--- config.mk ---
export PLATFORM = sky130hd
export DESIGN_NAME = arm_multicycle_ctrl
export DESIGN_NICKNAME = d
export VERILOG_FILES = /design/src/rtl/arm_multicycle_ctrl.sv
export SDC_FILE = /design/constraint.sdc
export NUM_CORES = 1
export LEC_CHECK = 0
export BUFFER_PORTS_ARGS = -buffer_cell sky130_fd_sc_hd__buf_2
export CORE_ASPECT_RATIO = 1.1
export CORE_MARGIN = 5
export CORE_UTILIZATION = 35
export DETAILED_ROUTE_END_ITERATION = 10
export PLACE_DENSITY = 0.71
export SYNTH_ARGS = -nofsm -noshare
export SYNTH_HDL_FRONTEND = slang
export SYNTH_SLANG_ARGS = --single-unit
--- constraint.sdc ---
create_clock -name clk -period 3.05 [get_ports clk]
set_input_delay 0.305 -clock clk [delete_from_list [all_inputs] [get_ports clk]]
set_output_delay 0.305 -clock clk [all_outputs]
set_load 0.005 [all_outputs]
--- src/rtl/arm_multicycle_ctrl.sv ---
// Multicycle controller for the ARM-subset datapath: Moore FSM, NZCV flags, condition check, datapath selects.
// Latency: DP 4, LDR 5, STR 4, B/BL 3, Op=11 2 cycles; no backpressure, one instruction in flight.
module arm_multicycle_ctrl (
    input  logic         clk,
    input  logic         reset,
    input  logic [31:12] Instr,
    input  logic [3:0]   ALUFlags,
    output logic         PCWrite,
    output logic         IRWrite,
    output logic         AdrSrc,
    output logic         MemWrite,
    output logic         RegWrite,
    output logic         LinkWrite,
    output logic [1:0]   RegSrc,
    output logic [1:0]   ImmSrc,
    output logic         ALUSrcA,
    output logic [1:0]   ALUSrcB,
    output logic [1:0]   ALUControl,
    output logic [1:0]   ResultSrc,
    output logic [3:0]   State
);

    typedef enum logic [3:0] {
        FETCH    = 4'd0,
        DECODE   = 4'd1,
        MEMADR   = 4'd2,
        MEMREAD  = 4'd3,
        MEMWB    = 4'd4,
        MEMWRITE = 4'd5,
        EXECUTER = 4'd6,
        EXECUTEI = 4'd7,
        ALUWB    = 4'd8,
        BRANCH   = 4'd9
    } state_t;

    state_t     state;
    logic [3:0] flags;

    logic [3:0] cond;
    logic [1:0] op;
    logic [5:0] funct;
    logic [3:0] rd;
    logic       unused_rn;

    assign cond      = Instr[31:28];
    assign op        = Instr[27:26];
    assign funct     = Instr[25:20];
    assign rd        = Instr[15:12];
    assign unused_rn = ^Instr[19:16];

    // ALU decoder; unknown Funct codes fall back to a silent ADD
    logic [1:0] dec_alu_op;
    logic       no_write;
    logic       known_op;
    logic       arith_op;
    logic [1:0] flag_w;

    always_comb begin
        dec_alu_op = 2'b00;
        no_write   = 1'b0;
        known_op   = 1'b1;
        arith_op   = 1'b0;
        case (funct[4:1])
            4'b0100: arith_op = 1'b1;
            4'b0010: begin dec_alu_op = 2'b01; arith_op = 1'b1; end
            4'b0000: dec_alu_op = 2'b10;
            4'b1100: dec_alu_op = 2'b11;
            4'b1010: begin dec_alu_op = 2'b01; no_write = 1'b1; arith_op = 1'b1; end
            default: begin no_write = 1'b1; known_op = 1'b0; end
        endcase
        flag_w[1] = funct[0] & known_op;
        flag_w[0] = funct[0] & arith_op;
    end

    logic n_f, z_f, c_f, v_f, cond_ex;
    assign {n_f, z_f, c_f, v_f} = flags;

    always_comb begin
        cond_ex = 1'b0;
        case (cond)
            4'b0000: cond_ex = z_f;
            4'b0001: cond_ex = ~z_f;
            4'b0010: cond_ex = c_f;
            4'b0011: cond_ex = ~c_f;
            4'b0100: cond_ex = n_f;
            4'b0101: cond_ex = ~n_f;
            4'b0110: cond_ex = v_f;
            4'b0111: cond_ex = ~v_f;
            4'b1000: cond_ex = c_f & ~z_f;
            4'b1001: cond_ex = ~c_f | z_f;
            4'b1010: cond_ex = (n_f == v_f);
            4'b1011: cond_ex = (n_f != v_f);
            4'b1100: cond_ex = ~z_f & (n_f == v_f);
            4'b1101: cond_ex = z_f | (n_f != v_f);
            4'b1110: cond_ex = 1'b1;
            default: cond_ex = 1'b0;
        endcase
    end

    always_ff @(posedge clk or posedge reset) begin
        if (reset) begin
            state <= FETCH;
            flags <= 4'b0000;
        end else begin
            if ((state == EXECUTER || state == EXECUTEI) && cond_ex) begin
                if (flag_w[1]) flags[3:2] <= ALUFlags[3:2];
                if (flag_w[0]) flags[1:0] <= ALUFlags[1:0];
            end
            case (state)
                FETCH:    state <= DECODE;
                DECODE: begin
                    case (op)
                        2'b01:   state <= MEMADR;
                        2'b00:   state <= funct[5] ? EXECUTEI : EXECUTER;
                        2'b10:   state <= BRANCH;
                        default: state <= FETCH;
                    endcase
                end
                MEMADR:   state <= funct[0] ? MEMREAD : MEMWRITE;
                MEMREAD:  state <= MEMWB;
                EXECUTER: state <= ALUWB;
                EXECUTEI: state <= ALUWB;
                default:  state <= FETCH;
            endcase
        end
    end

    logic reg_w, mem_w, branch;

    always_comb begin
        reg_w      = 1'b0;
        mem_w      = 1'b0;
        branch     = 1'b0;
        AdrSrc     = 1'b0;
        ALUSrcA    = 1'b0;
        ALUSrcB    = 2'b00;
        ALUControl = 2'b00;
        ResultSrc  = 2'b00;
        case (state)
            FETCH, DECODE: begin
                ALUSrcA   = 1'b1;
                ALUSrcB   = 2'b10;
                ResultSrc = 2'b10;
            end
            MEMADR:   ALUSrcB = 2'b01;
            MEMREAD:  AdrSrc  = 1'b1;
            MEMWB: begin
                AdrSrc    = 1'b1;
                ResultSrc = 2'b01;
                reg_w     = 1'b1;
            end
            MEMWRITE: begin
                AdrSrc = 1'b1;
                mem_w  = 1'b1;
            end
            EXECUTER: ALUControl = dec_alu_op;
            EXECUTEI: begin
                ALUSrcB    = 2'b01;
                ALUControl = dec_alu_op;
            end
            ALUWB:    reg_w = ~no_write;
            BRANCH: begin
                ALUSrcB   = 2'b01;
                ResultSrc = 2'b10;
                branch    = 1'b1;
            end
            default: ;
        endcase
    end

    // Write strobes are held off for the whole reset pulse, not just until the edge
    assign RegWrite  = ~reset & reg_w & cond_ex;
    assign MemWrite  = ~reset & mem_w & cond_ex;
    assign LinkWrite = ~reset & branch & funct[4] & cond_ex;
    assign IRWrite   = ~reset & (state == FETCH);
    assign PCWrite   = ~reset & ((state == FETCH) |
                                 (cond_ex & (branch | (reg_w & (rd == 4'hF)))));

    assign RegSrc = {(op == 2'b01) & ~funct[0], (op == 2'b10)};
    assign ImmSrc = op;
    assign State  = state;

endmodule

==> impl_results.rst, run 1 <==
.. list-table::
   :header-rows: 1

   * - Metric
     - Value
   * - Biggest cell delay along the critical path
     - 0.55 ns
   * - Global placer's final weighted congestion
     - 0.897
   * - Power per unit of standard cell area
     - 548 mW/mm^2
   * - Vias in the first global route
     - approximately 930
   * - Number of standard cells after synthesis
     - around 120
   * - Net count of the finished layout
     - 180
   * - Slowest CP cell
     - sky130_fd_sc_hd__or4b_4
   * - Synth warn
     - 0
   * - Share of the cycle needed by the critical path after routing
     - 81.4%
   * - Wirelength per Cell
     - 12.9 um
   * - Maximum fanout encountered on the critical timing path
     - 6
   * - Largest net degree at the start of global routing
     - 20
   * - Count of antenna-violating nets left after detailed routing
     - 0
   * - Number of hold violations in the final report
     - 0
   * - Layout filler cell count
     - 270
   * - Post-layout utilization of the core
     - 45.9%
   * - Routed wire length
     - 2.37 mm
   * - Standard cell core area
     - 0.00254 sq mm
   * - Slack of the worst reg-to-reg path
     - 1.00 ns
   * - Sequence of cells on the critical path
     - or4b_4, a311oi_4, a2111oi_4, and2_4, nor4_4, buf_2
   * - Required time of the critical path
     - 2.74 ns
   * - Clk Latency, worst-skew pair
     - roughly 0.24 ns
   * - Initial Utilization
     - 37.1%
   * - CTS Root Buffer Type
     - sky130_fd_sc_hd__clkbuf_4
   * - Full die area
     - 0.00384 sq mm
   * - Global-route congestion overflow total
     - 0
   * - CTS max path bufs
     - 2
   * - Antenna violations before repair
     - 0
   * - Global-route wire length before repair
     - 3.94 mm
   * - IO Pins
     - 47
   * - Tot GR Track Use
     - 12.5%
   * - Commonest register cell after synthesis
     - sky130_fd_sc_hd__dfrtp_1
   * - Number of resized instances in the post-cts repair step
     - 0
   * - Layout area overhead
     - 23.7%
   * - Antenna Cells
     - 0
   * - Level count of the clock H-tree
     - 1
   * - Area leader, netlist
     - sky130_fd_sc_hd__dfrtp_1
   * - Total leakage power
     - 0.540 nW
   * - Type of element capturing the critical path
     - output pin
   * - Detailed-route DRC error count
     - 0
   * - Post-Route Skew
     - between 0.002 and 0.003 ns
   * - CTS clock-pin slew for the worst setup and hold paths
     - 0.05 ns
   * - Path type of the worst min-delay path
     - input port to asynchronous set/reset pin
   * - Setup repair after global routing missed its margin
     - no
   * - CTS tree
     - yes
   * - Top cell types by occurrence after synthesis
     - sky130_fd_sc_hd__nor2_1 (12), sky130_fd_sc_hd__nand2_1 (10), sky130_fd_sc_hd__o21ai_0 (9)
   * - Proportion of synthesized flip-flops having asynchronous set or reset
     - 100%
   * - Result of the run
     - finished, final reports clean
   * - Crit path arrival time
     - 2.18 ns
   * - Hold-fix buffers at CTS
     - 0
   * - Fmax achieved
     - slightly above 400 MHz
   * - Via count
     - around 970
   * - Dpl hpwl
     - 1.93 mm
   * - Max-cap viol count
     - 0
   * - FF+latch area
     - around 200 sq um
   * - Post-synth net total
     - ~140
   * - Sequential-to-total area share from yosys stat
     - 21.2%
   * - TNS Setup
     - 0 ns
   * - Max_slew headroom
     - ~64%
   * - Area fraction of the dominant cell type after synthesis
     - 21.2%
   * - Via density
     - 5.32
   * - Area of combinational cells with multiple inputs
     - 686 sq um
   * - Cell variety after synth
     - 48
   * - Crit path time final
     - 2.48 ns
   * - VDD IR max
     - 0.000469 V
   * - Share of final-layout standard cells stronger than drive strength 1
     - 37.5%
   * - Most area-consuming cells after synthesis
     - sky130_fd_sc_hd__dfrtp_1 (21%), sky130_fd_sc_hd__nand2b_1 (5.3%), sky130_fd_sc_hd__o21ai_0 (4.8%)
   * - Number of setup violations in the final report
     - 0
   * - Worst Tran Pin Value
     - 0.521 ns
   * - Average cell area after synthesis
     - between 8 and 9 sq um
   * - Die boundary height
     - 64.5 um
   * - Number of iterations in the first detailed-routing pass
     - 4
   * - Inserted Clock Buffers
     - 3
   * - Final max-slew violation count
     - 0
   * - Number of enable flip-flop cells after synthesis
     - 0
   * - Worst setup path class
     - flip-flop to output pin
   * - Leading cell type by number of instances after synthesis
     - sky130_fd_sc_hd__nor2_1
   * - Type of origin of the critical path
     - flip-flop
   * - Post-synthesis instance area
     - 945 sq um
   * - Iteration-0 DRC Markers
     - 20
   * - Synth Register Bits
     - 8
   * - Horizontal extent of the die
     - 59.5 um
   * - Total clock sinks
     - 8
   * - Number of port buffers
     - 42
   * - Post-CTS setup-driven buffer insertion count
     - 0
   * - Number of rows in the core area
     - 19
cell type report:
| class | count | share of cell area, % |
|---|---|---|
| multi-input combinational | 96 | 58.7 |
| timing repair buffer | 42 | 18.0 |
| sequential | 8 | 17.1 |
| tap | 31 | 3.32 |
| clock buffer | 3 | 1.93 |
| inverter | 3 | 0.964 |
critical path, delay by kind of cell, from the launching register on:
family | cells | cell delay (ns)
buffers and inverters | 1 | 0.15
and+or+nand+nor | 3 | 0.98
DFF | 1 | 0.44
AOI/OAI and AO/OA | 2 | 0.37
stage by stage:
stage / cell area [sq um] / hold slack (ns) / setup slack, ns / cells / total power [W]
floorplan: 945 / 0.126 / 1.01 / 115 / 0.000432
global placement: 1150 / 0.327 / 0.784 / 180 / 0.000564
detailed placement: 1150 / 0.334 / 0.773 / 180 / 0.000569
CTS: 1170 / 0.0746 / 0.546 / 183 / 0.000648
global route: 1170 / 0.0922 / 0.460 / 183 / 0.000706
finish: 1170 / 0.0724 / 0.567 / 183 / 0.000640
cells in the final DEF, fill, tap and decap left out, types with 2 or more instances in the layout:
cell,n
sky130_fd_sc_hd__nand2b_1,8
sky130_fd_sc_hd__mux2i_1,2
sky130_fd_sc_hd__o21ai_0,9
sky130_fd_sc_hd__nand3b_1,3
sky130_fd_sc_hd__nor2_1,12
sky130_fd_sc_hd__and3_1,2
sky130_fd_sc_hd__xnor2_1,2
sky130_fd_sc_hd__buf_2,42
sky130_fd_sc_hd__mux2_1,4
sky130_fd_sc_hd__a21oi_1,5
sky130_fd_sc_hd__nor2b_1,5
sky130_fd_sc_hd__nand4b_1,2
sky130_fd_sc_hd__nor3_1,2
sky130_fd_sc_hd__inv_1,3
sky130_fd_sc_hd__dfrtp_1,8
sky130_fd_sc_hd__a21oi_2,2
sky130_fd_sc_hd__nand2_1,10
sky130_fd_sc_hd__clkbuf_4,3
report_power, final:
part	leakage (nW)	switching, W	internal, W
Sequential	0.107	0.0000831	0.000136
Combinational	0.419	0.000177	0.000170
Clock	0.0138	0.0000293	0.0000446
Total	0.540	0.000289	0.000351
state kept, by name, summed over array words and instances (netlist names):
register  count
State         4
flags         4
routing by layer:
metal,up-vias,global-route usage (%),wire length [um]
li1,496,-,-
met1,440,17.0,1020
met2,35,20.5,1170
met3,2,2.38,156
met4,0,2.77,21
met5,-,0,0
path summary, 6_finish.rpt:
check	start	endpoint	cells past startpoint
hold / removal	reset	flags[3]$_DFFE_PP0P_	2
min in group clk	ALUFlags[0]	flags[0]$_DFFE_PP0P_	2
setup / recovery	flags[3]$_DFFE_PP0P_	LinkWrite	6
hold reg to reg	flags[1]$_DFFE_PP0P_	flags[1]$_DFFE_PP0P_	1
max in group asynchronous	reset	flags[2]$_DFFE_PP0P_	2
setup reg to reg	flags[3]$_DFFE_PP0P_	flags[1]$_DFFE_PP0P_	5
kinds of logic (layout without fill, tap and decap cells):
family	Yosys count	in the layout	share of synthesized area (%)
and+or+nand+nor	60	60	39.7
buffers and inverters	11	48	6.22
xor gates and xnor gates	2	2	1.85
AOI/OAI and AO/OA	27	27	22.9
muxes	7	7	8.08
DFF	8	8	21.2
(Power assumes the default switching activity.)
==> inputs of run 2 (changes only) <==
==> constraint.sdc (replaced) <==
create_clock -name clk -period 2.5 [get_ports clk]
set_input_delay 0.25 -clock clk [delete_from_list [all_inputs] [get_ports clk]]
set_output_delay 0.25 -clock clk [all_outputs]
set_load 0.005 [all_outputs]
==> run 2 against run 1 <==
Compared with the run above:
- flip-flop and latch count stayed put
- routed wire length is 4.6% higher
- clock power is 27% higher
==> impl_results.rst, run 2 (synthesized netlist as in run 1, its figures left out) <==
.. list-table::
   :header-rows: 1

   * - Metric
     - Value
   * - Max_slew headroom
     - 65.3%
   * - Layout area overhead
     - 28.5%
   * - Number of buffers and inverters on the critical path
     - 1
   * - Top library cells by usage in the layout, fill and taps aside
     - sky130_fd_sc_hd__buf_2 (42), sky130_fd_sc_hd__nor2_1 (12), sky130_fd_sc_hd__nand2_1 (10)
   * - Hold-fix buffers at CTS
     - 0
   * - Via density
     - around 5.5
   * - CTS clock-pin slew for the worst setup and hold paths
     - 0.05 ns
   * - Final Instance Area
     - 0.00121 sq mm
   * - Antenna Cells
     - 0
   * - Path type of the worst min-delay path
     - input port to asynchronous set/reset pin
   * - CTS max path bufs
     - 2
   * - Crit Reg-Reg Startpoint
     - flags[0]$_DFFE_PP0P_
   * - Vias in the first global route
     - ~990
   * - Number of port buffers
     - 42
   * - Final max-slew violation count
     - 0
   * - Number of rows in the core area
     - 19
   * - Initial Utilization
     - 37.1%
   * - Number of hold violations in the final report
     - 0
   * - Maximum fanout encountered on the critical timing path
     - 4
   * - Cell area after placement
     - 0.00115 sq mm
   * - Dpl hpwl
     - around 2.0 mm
   * - Net count of the finished layout
     - 184
   * - Count of antenna-violating nets left after detailed routing
     - 0
   * - Biggest cell delay along the critical path
     - between 0.5 and 0.6 ns
   * - Share of the cycle needed by the critical path after routing
     - between 90 and 100%
   * - Die boundary height
     - 64.5 um
   * - Required time of the critical path
     - ~2.3 ns
   * - Detailed-route DRC error count
     - 0
   * - Horizontal extent of the die
     - just under 60 um
   * - Number of iterations in the first detailed-routing pass
     - 4
   * - Number of standard cells in the layout, taps in and fillers out
     - 187
   * - Full die area
     - between 0.003 and 0.004 sq mm
   * - Largest net degree at the start of global routing
     - 20
   * - Power per unit of standard cell area
     - between 600 and 700 mW/mm^2
   * - CTS tree
     - yes
   * - Crit path arrival time
     - between 2 and 2.5 ns
   * - CTS Root Buffer Type
     - sky130_fd_sc_hd__clkbuf_4
   * - Routed wire length
     - 2.48 mm
   * - Tot GR Track Use
     - 13.1%
   * - Hold slack
     - approximately 0.021 ns
   * - TNS Setup
     - 0 ns
   * - Standard cell core area
     - 0.00254 sq mm
   * - Leading cell type in the layout, fill and taps excluded
     - sky130_fd_sc_hd__buf_2
   * - Antenna violations before repair
     - 0
   * - Wirelength per Cell
     - 13.2 um
   * - Global placer's final weighted congestion
     - 0.891
   * - Worst setup path class
     - flip-flop to output pin
   * - Via count
     - 1,020
   * - Level count of the clock H-tree
     - 1
   * - Source of the critical timing path
     - flags[0]$_DFFE_PP0P_
   * - Clk Latency, worst-skew pair
     - 0.25 ns
   * - Worst Tran Pin Value
     - 0.507 ns
   * - Post-Route Skew
     - 0.00163 ns
   * - Inserted Clock Buffers
     - 3
   * - Total leakage power
     - 0.559 nW
   * - Share of final-layout standard cells stronger than drive strength 1
     - 41.7%
   * - Number of setup violations in the final report
     - 0
   * - Cell family with the largest share of critical-path delay
     - simple AND/OR/NAND/NOR gates
   * - Iteration-0 DRC Markers
     - 24
   * - Total placed cells including tap cells
     - 180
   * - Setup repair after global routing missed its margin
     - no
   * - Global-route congestion overflow total
     - 0
   * - Global-route wire length before repair
     - slightly above 4 mm
   * - Type of element capturing the critical path
     - output pin
   * - Post-layout utilization of the core
     - 47.7%
   * - Crit path time final
     - 2.42 ns
   * - Slowest CP cell
     - sky130_fd_sc_hd__or4b_4
   * - Type of origin of the critical path
     - flip-flop
   * - Max-cap viol count
     - 0
   * - Layout filler cell count
     - 259
   * - Total clock sinks
     - 8
   * - IO Pins
     - 47
   * - Result of the run
     - finished, final reports clean
   * - Fmax achieved
     - just over 400 MHz
   * - Sequence of cells on the critical path
     - or4b_4, a311oi_4, a2111oi_4, and2_4, nor4_4, buf_2
   * - VDD IR max
     - 0.000483 V
-- run 2: worst paths after layout --
check | cells after the start | endpoint | slack [ns]
min reg2reg | 1 | flags[1]$_DFFE_PP0P_ | 0.56
max reg2reg | 6 | flags[0]$_DFFE_PP0P_ | 0.38
max in group asynchronous | 2 | flags[3]$_DFFE_PP0P_ | 2.23
min in group clk | 2 | flags[0]$_DFFE_PP0P_ | 0.23
min | 2 | State[1]$_DFF_PP0_ | 0.02
max | 6 | LinkWrite | 0.08
-- run 2: what timing repair did --
item | 4_1_cts | 5_1_grt
resized for setup | 0 | 4
setup buffers | 0 | 4
endpoints found under the setup margin | 0 | 3
-- run 2: per-stage QoR --
stage | total power [W] | worst slack, ns
after floorplan | 0.000527 | 0.532
after global placement | 0.000688 | 0.336
after detailed placement | 0.000695 | 0.303
after CTS | 0.000792 | 0.0314
after global routing | 0.000898 | 0.00163
final | 0.000811 | 0.0841
-- run 2: metal layers --
metal / part of all wire [%] / vias up / track usage, %
met3: 6.6 / 7 / 2.58
met1: 43 / 470 / 16.5
li1: - / 504 / -
met2: 49 / 39 / 21.6
met4: 2.2 / 0 / 5.26
met5: 0 / - / 0
-- run 2: layout make-up --
| cell class | count | area (sq um) | share of cell area, % |
|---|---|---|---|
| well taps | 31 | 38.8 | 3.20 |
| clock buffers | 3 | 22.5 | 1.86 |
| flip-flops and latches | 8 | 203 | 16.7 |
| repair buffers | 46 | 240 | 19.8 |
| multi-input cells | 96 | 698 | 57.5 |
| inverters | 3 | 11.3 | 0.928 |
-- run 2: power by group --
part           internal (W)  switching, W  total [W]
Sequential         0.000167     0.0000992   0.000266
Clock             0.0000546     0.0000390  0.0000936
Combinational      0.000224      0.000228   0.000451
==> inputs of run 3 (changes only) <==
--- a/config.mk
+++ b/config.mk
@@ -6,11 +6,13 @@
 export NUM_CORES = 1
 export LEC_CHECK = 0
 export BUFFER_PORTS_ARGS = -buffer_cell sky130_fd_sc_hd__buf_2
+export CELL_PAD_IN_SITES_DETAIL_PLACEMENT = 0
+export CELL_PAD_IN_SITES_GLOBAL_PLACEMENT = 1
 export CORE_ASPECT_RATIO = 1.1
-export CORE_MARGIN = 5
-export CORE_UTILIZATION = 35
+export CORE_MARGIN = 2
+export CORE_UTILIZATION = 32
 export DETAILED_ROUTE_END_ITERATION = 10
-export PLACE_DENSITY = 0.71
+export PLACE_DENSITY = 0.87
 export SYNTH_ARGS = -nofsm -noshare
 export SYNTH_HDL_FRONTEND = slang
 export SYNTH_SLANG_ARGS = --single-unit
==> run 3 against run 2 <==
Compared with the run above:
- global-route usage is 0.36 points lower
- critical path depth stayed put
- sequential share of layout area is 0.37 points higher
- critical path type unchanged
- combinational power is 7.5% lower
- critical endpoint is now MemWrite
- design area is 3.4% lower
- clock-buffer cell count stayed put
- routed wire length is 8.7% lower
- clock skew hardly changed
- largest cell class unchanged
- clock power is 2% higher
- setup slack worse by 0.0024 ns
- flip-flop and latch count stayed put
- register-to-register slack better by 0.11 ns
==> impl_results.rst, run 3 (synthesized netlist as in run 1, its figures left out) <==
.. list-table::
   :header-rows: 1

   * - Metric
     - Value
   * - Result of the run
     - finished, final reports clean
   * - Number of hold violations in the final report
     - 0
   * - Iteration-0 DRC Markers
     - 14
   * - IO Pins
     - 47
   * - Hold-fix buffers at CTS
     - 0
   * - Count of cell instances traversed by the critical path
     - 6
   * - Worst setup path class
     - flip-flop to output pin
   * - Worst Tran Pin Value
     - 0.524 ns
   * - Final max-slew violation count
     - 0
   * - Global-route congestion overflow total
     - 0
   * - Antenna Cells
     - 0
   * - Sequence of cells on the critical path
     - or4b_4, a311oi_4, a2111oi_4, and2_4, nor4_2, buf_2
   * - Wirelength per Cell
     - 12.2 um
   * - Number of port buffers
     - 42
   * - Level count of the clock H-tree
     - 1
   * - Largest net degree at the start of global routing
     - 20
   * - Leading cell type in the layout, fill and taps excluded
     - sky130_fd_sc_hd__buf_2
   * - Logic pwr share
     - 53.3%
   * - Global placer's final weighted congestion
     - 0.865
   * - Full die area
     - 0.00340 sq mm
   * - Crit Reg-Reg Startpoint
     - flags[3]$_DFFE_PP0P_
   * - Setup repair after global routing missed its margin
     - no
   * - Internal power consumption
     - roughly 0.00043 W
   * - Inserted Clock Buffers
     - 3
   * - Power per unit of standard cell area
     - 667 mW/mm^2
   * - Slowest CP cell
     - sky130_fd_sc_hd__or4b_4
   * - Most crowded layer after global routing
     - met2
   * - Number of buffers and inverters on the critical path
     - 1
   * - Post-layout utilization of the core
     - a little over two fifths
   * - Slack of the worst reg-to-reg path
     - approximately 0.5 ns
   * - Global-route wire length before repair
     - 3.46 mm
   * - Tot GR Track Use
     - 12.7%
   * - Source of the critical timing path
     - flags[3]$_DFFE_PP0P_
   * - Number of rows in the core area
     - 20
   * - Antenna violations before repair
     - 0
   * - Horizontal extent of the die
     - 55.8 um
   * - Post-CTS setup-driven buffer insertion count
     - 0
   * - Path type of the worst min-delay path
     - input port to asynchronous set/reset pin
   * - GR met1 Demand/Resource
     - 14.4%
   * - Clk Latency, worst-skew pair
     - 0.25 ns
   * - Detailed-route DRC error count
     - 0
   * - CTS max path bufs
     - 2
   * - Via density
     - 5.29
   * - Top library cells by usage in the layout, fill and taps aside
     - sky130_fd_sc_hd__buf_2 (42), sky130_fd_sc_hd__nor2_1 (12), sky130_fd_sc_hd__nand2_1 (10)
   * - Max_slew headroom
     - 65.1%
   * - Standard cell core area
     - 0.00278 sq mm
   * - Reg-to-reg critical path endpoint
     - flags[3]$_DFFE_PP0P_
   * - Number of iterations in the first detailed-routing pass
     - 4
   * - Max-cap viol count
     - 0
   * - Met3 Resource Use GR
     - under 10%
   * - Type of origin of the critical path
     - flip-flop
   * - Required time of the critical path
     - 2.25 ns
   * - Count of antenna-violating nets left after detailed routing
     - 0
   * - Path depth of the worst reg2reg path
     - 5
   * - Layout area overhead
     - 24.1%
   * - Share of total power consumed by net switching
     - 45.3%
   * - Final Power
     - 0.000782 W
   * - Fmax achieved
     - 414 MHz
   * - Total leakage power
     - 0.540 nW
   * - Initial Utilization
     - 34.0%
   * - Switching power of the nets
     - 0.000354 W
   * - Post-Route Skew
     - 0.00180 ns
   * - TNS Setup
     - 0 ns
   * - Share of final-layout standard cells stronger than drive strength 1
     - 37.5%
   * - CTS Root Buffer Type
     - sky130_fd_sc_hd__clkbuf_4
   * - Crit path time final
     - 2.42 ns
   * - Routed wire length
     - 2.26 mm
   * - Part of the total power dissipated in sequential elements
     - between 30 and 40%
   * - CTS clock-pin slew for the worst setup and hold paths
     - 0.05 ns
   * - Net count of the finished layout
     - 180
   * - Global-route met2 utilization
     - approximately a quarter
   * - Number of setup violations in the final report
     - 0
   * - Clock Power Share
     - 12.2%
   * - Via count
     - 978
   * - Layout filler cell count
     - roughly 290
   * - VDD IR max
     - 0.000404 V
   * - CTS tree
     - yes
   * - Vias in the first global route
     - 817
   * - Crit path arrival time
     - roughly 2.2 ns
   * - Dpl hpwl
     - 1.79 mm
   * - Share of the cycle needed by the critical path after routing
     - 96.7%
   * - Type of element capturing the critical path
     - output pin
   * - Number of resized instances in the post-cts repair step
     - 0
   * - Total clock sinks
     - 8
   * - Die boundary height
     - ~60 um
   * - Cell family with the largest share of critical-path delay
     - simple AND/OR/NAND/NOR gates
   * - Destination of the critical timing path
     - MemWrite
   * - Maximum fanout encountered on the critical timing path
     - 6
   * - Biggest cell delay along the critical path
     - 0.55 ns
-- run 3: how the worst min path moves through the flow --
stage,start,to,slack [ns],cells after the start
floorplan,reset,State[0]$_DFF_PP0_,0.07,1
global placement,reset,State[3]$_DFF_PP0_,0.27,2
detailed placement,reset,State[3]$_DFF_PP0_,0.27,2
CTS,reset,State[1]$_DFF_PP0_,0.004,2
global route,reset,State[1]$_DFF_PP0_,0.03,2
finish,reset,State[1]$_DFF_PP0_,0.005,2
-- run 3: power groups by stage --
stage	Clock, W	Combinational, W	Sequential [W]
CTS	0.0000999	0.000421	0.000270
finish	0.0000952	0.000417	0.000270
global route	0.000103	0.000463	0.000283
detailed placement	0	0.000418	0.000272
floorplan	0	0.000318	0.000208
global placement	0	0.000417	0.000268
-- run 3: per-stage QoR --
stage,cell area [sq um],setup WS [ns],std cells,hold WS (ns)
2_1_floorplan,945,0.532,115,0.0707
3_3_place_gp,1150,0.349,182,0.270
3_5_place_dp,1150,0.337,182,0.275
4_1_cts,1170,0.0596,185,0.00422
5_1_grt,1170,0.00278,185,0.0328
6_report,1170,0.0817,185,0.00469
-- run 3: cell type report --
| cell class | count | area [sq um] | share of cell area (%) |
|---|---|---|---|
| clock buffers | 3 | 22.5 | 1.92 |
| inverters | 3 | 11.3 | 0.961 |
| multi-input cells | 96 | 687 | 58.6 |
| flip-flops and latches | 8 | 200 | 17.1 |
| well taps | 33 | 41.3 | 3.52 |
| repair buffers | 42 | 210 | 17.9 |
-- run 3: metal layers --
layer	vias up	routed length (um)
li1	495	-
met1	450	972
met2	33	1140
met3	0	152
met4	0	0
met5	-	0
-- run 3: worst register-to-register path: stages (launching register included) --
cell	delay, ns
sky130_fd_sc_hd__dfrtp_1	0.44
sky130_fd_sc_hd__or4b_4	0.55
sky130_fd_sc_hd__a311oi_4	0.25
sky130_fd_sc_hd__a2111oi_4	0.10
sky130_fd_sc_hd__a21oi_2	0.21
sky130_fd_sc_hd__mux2_1	0.35
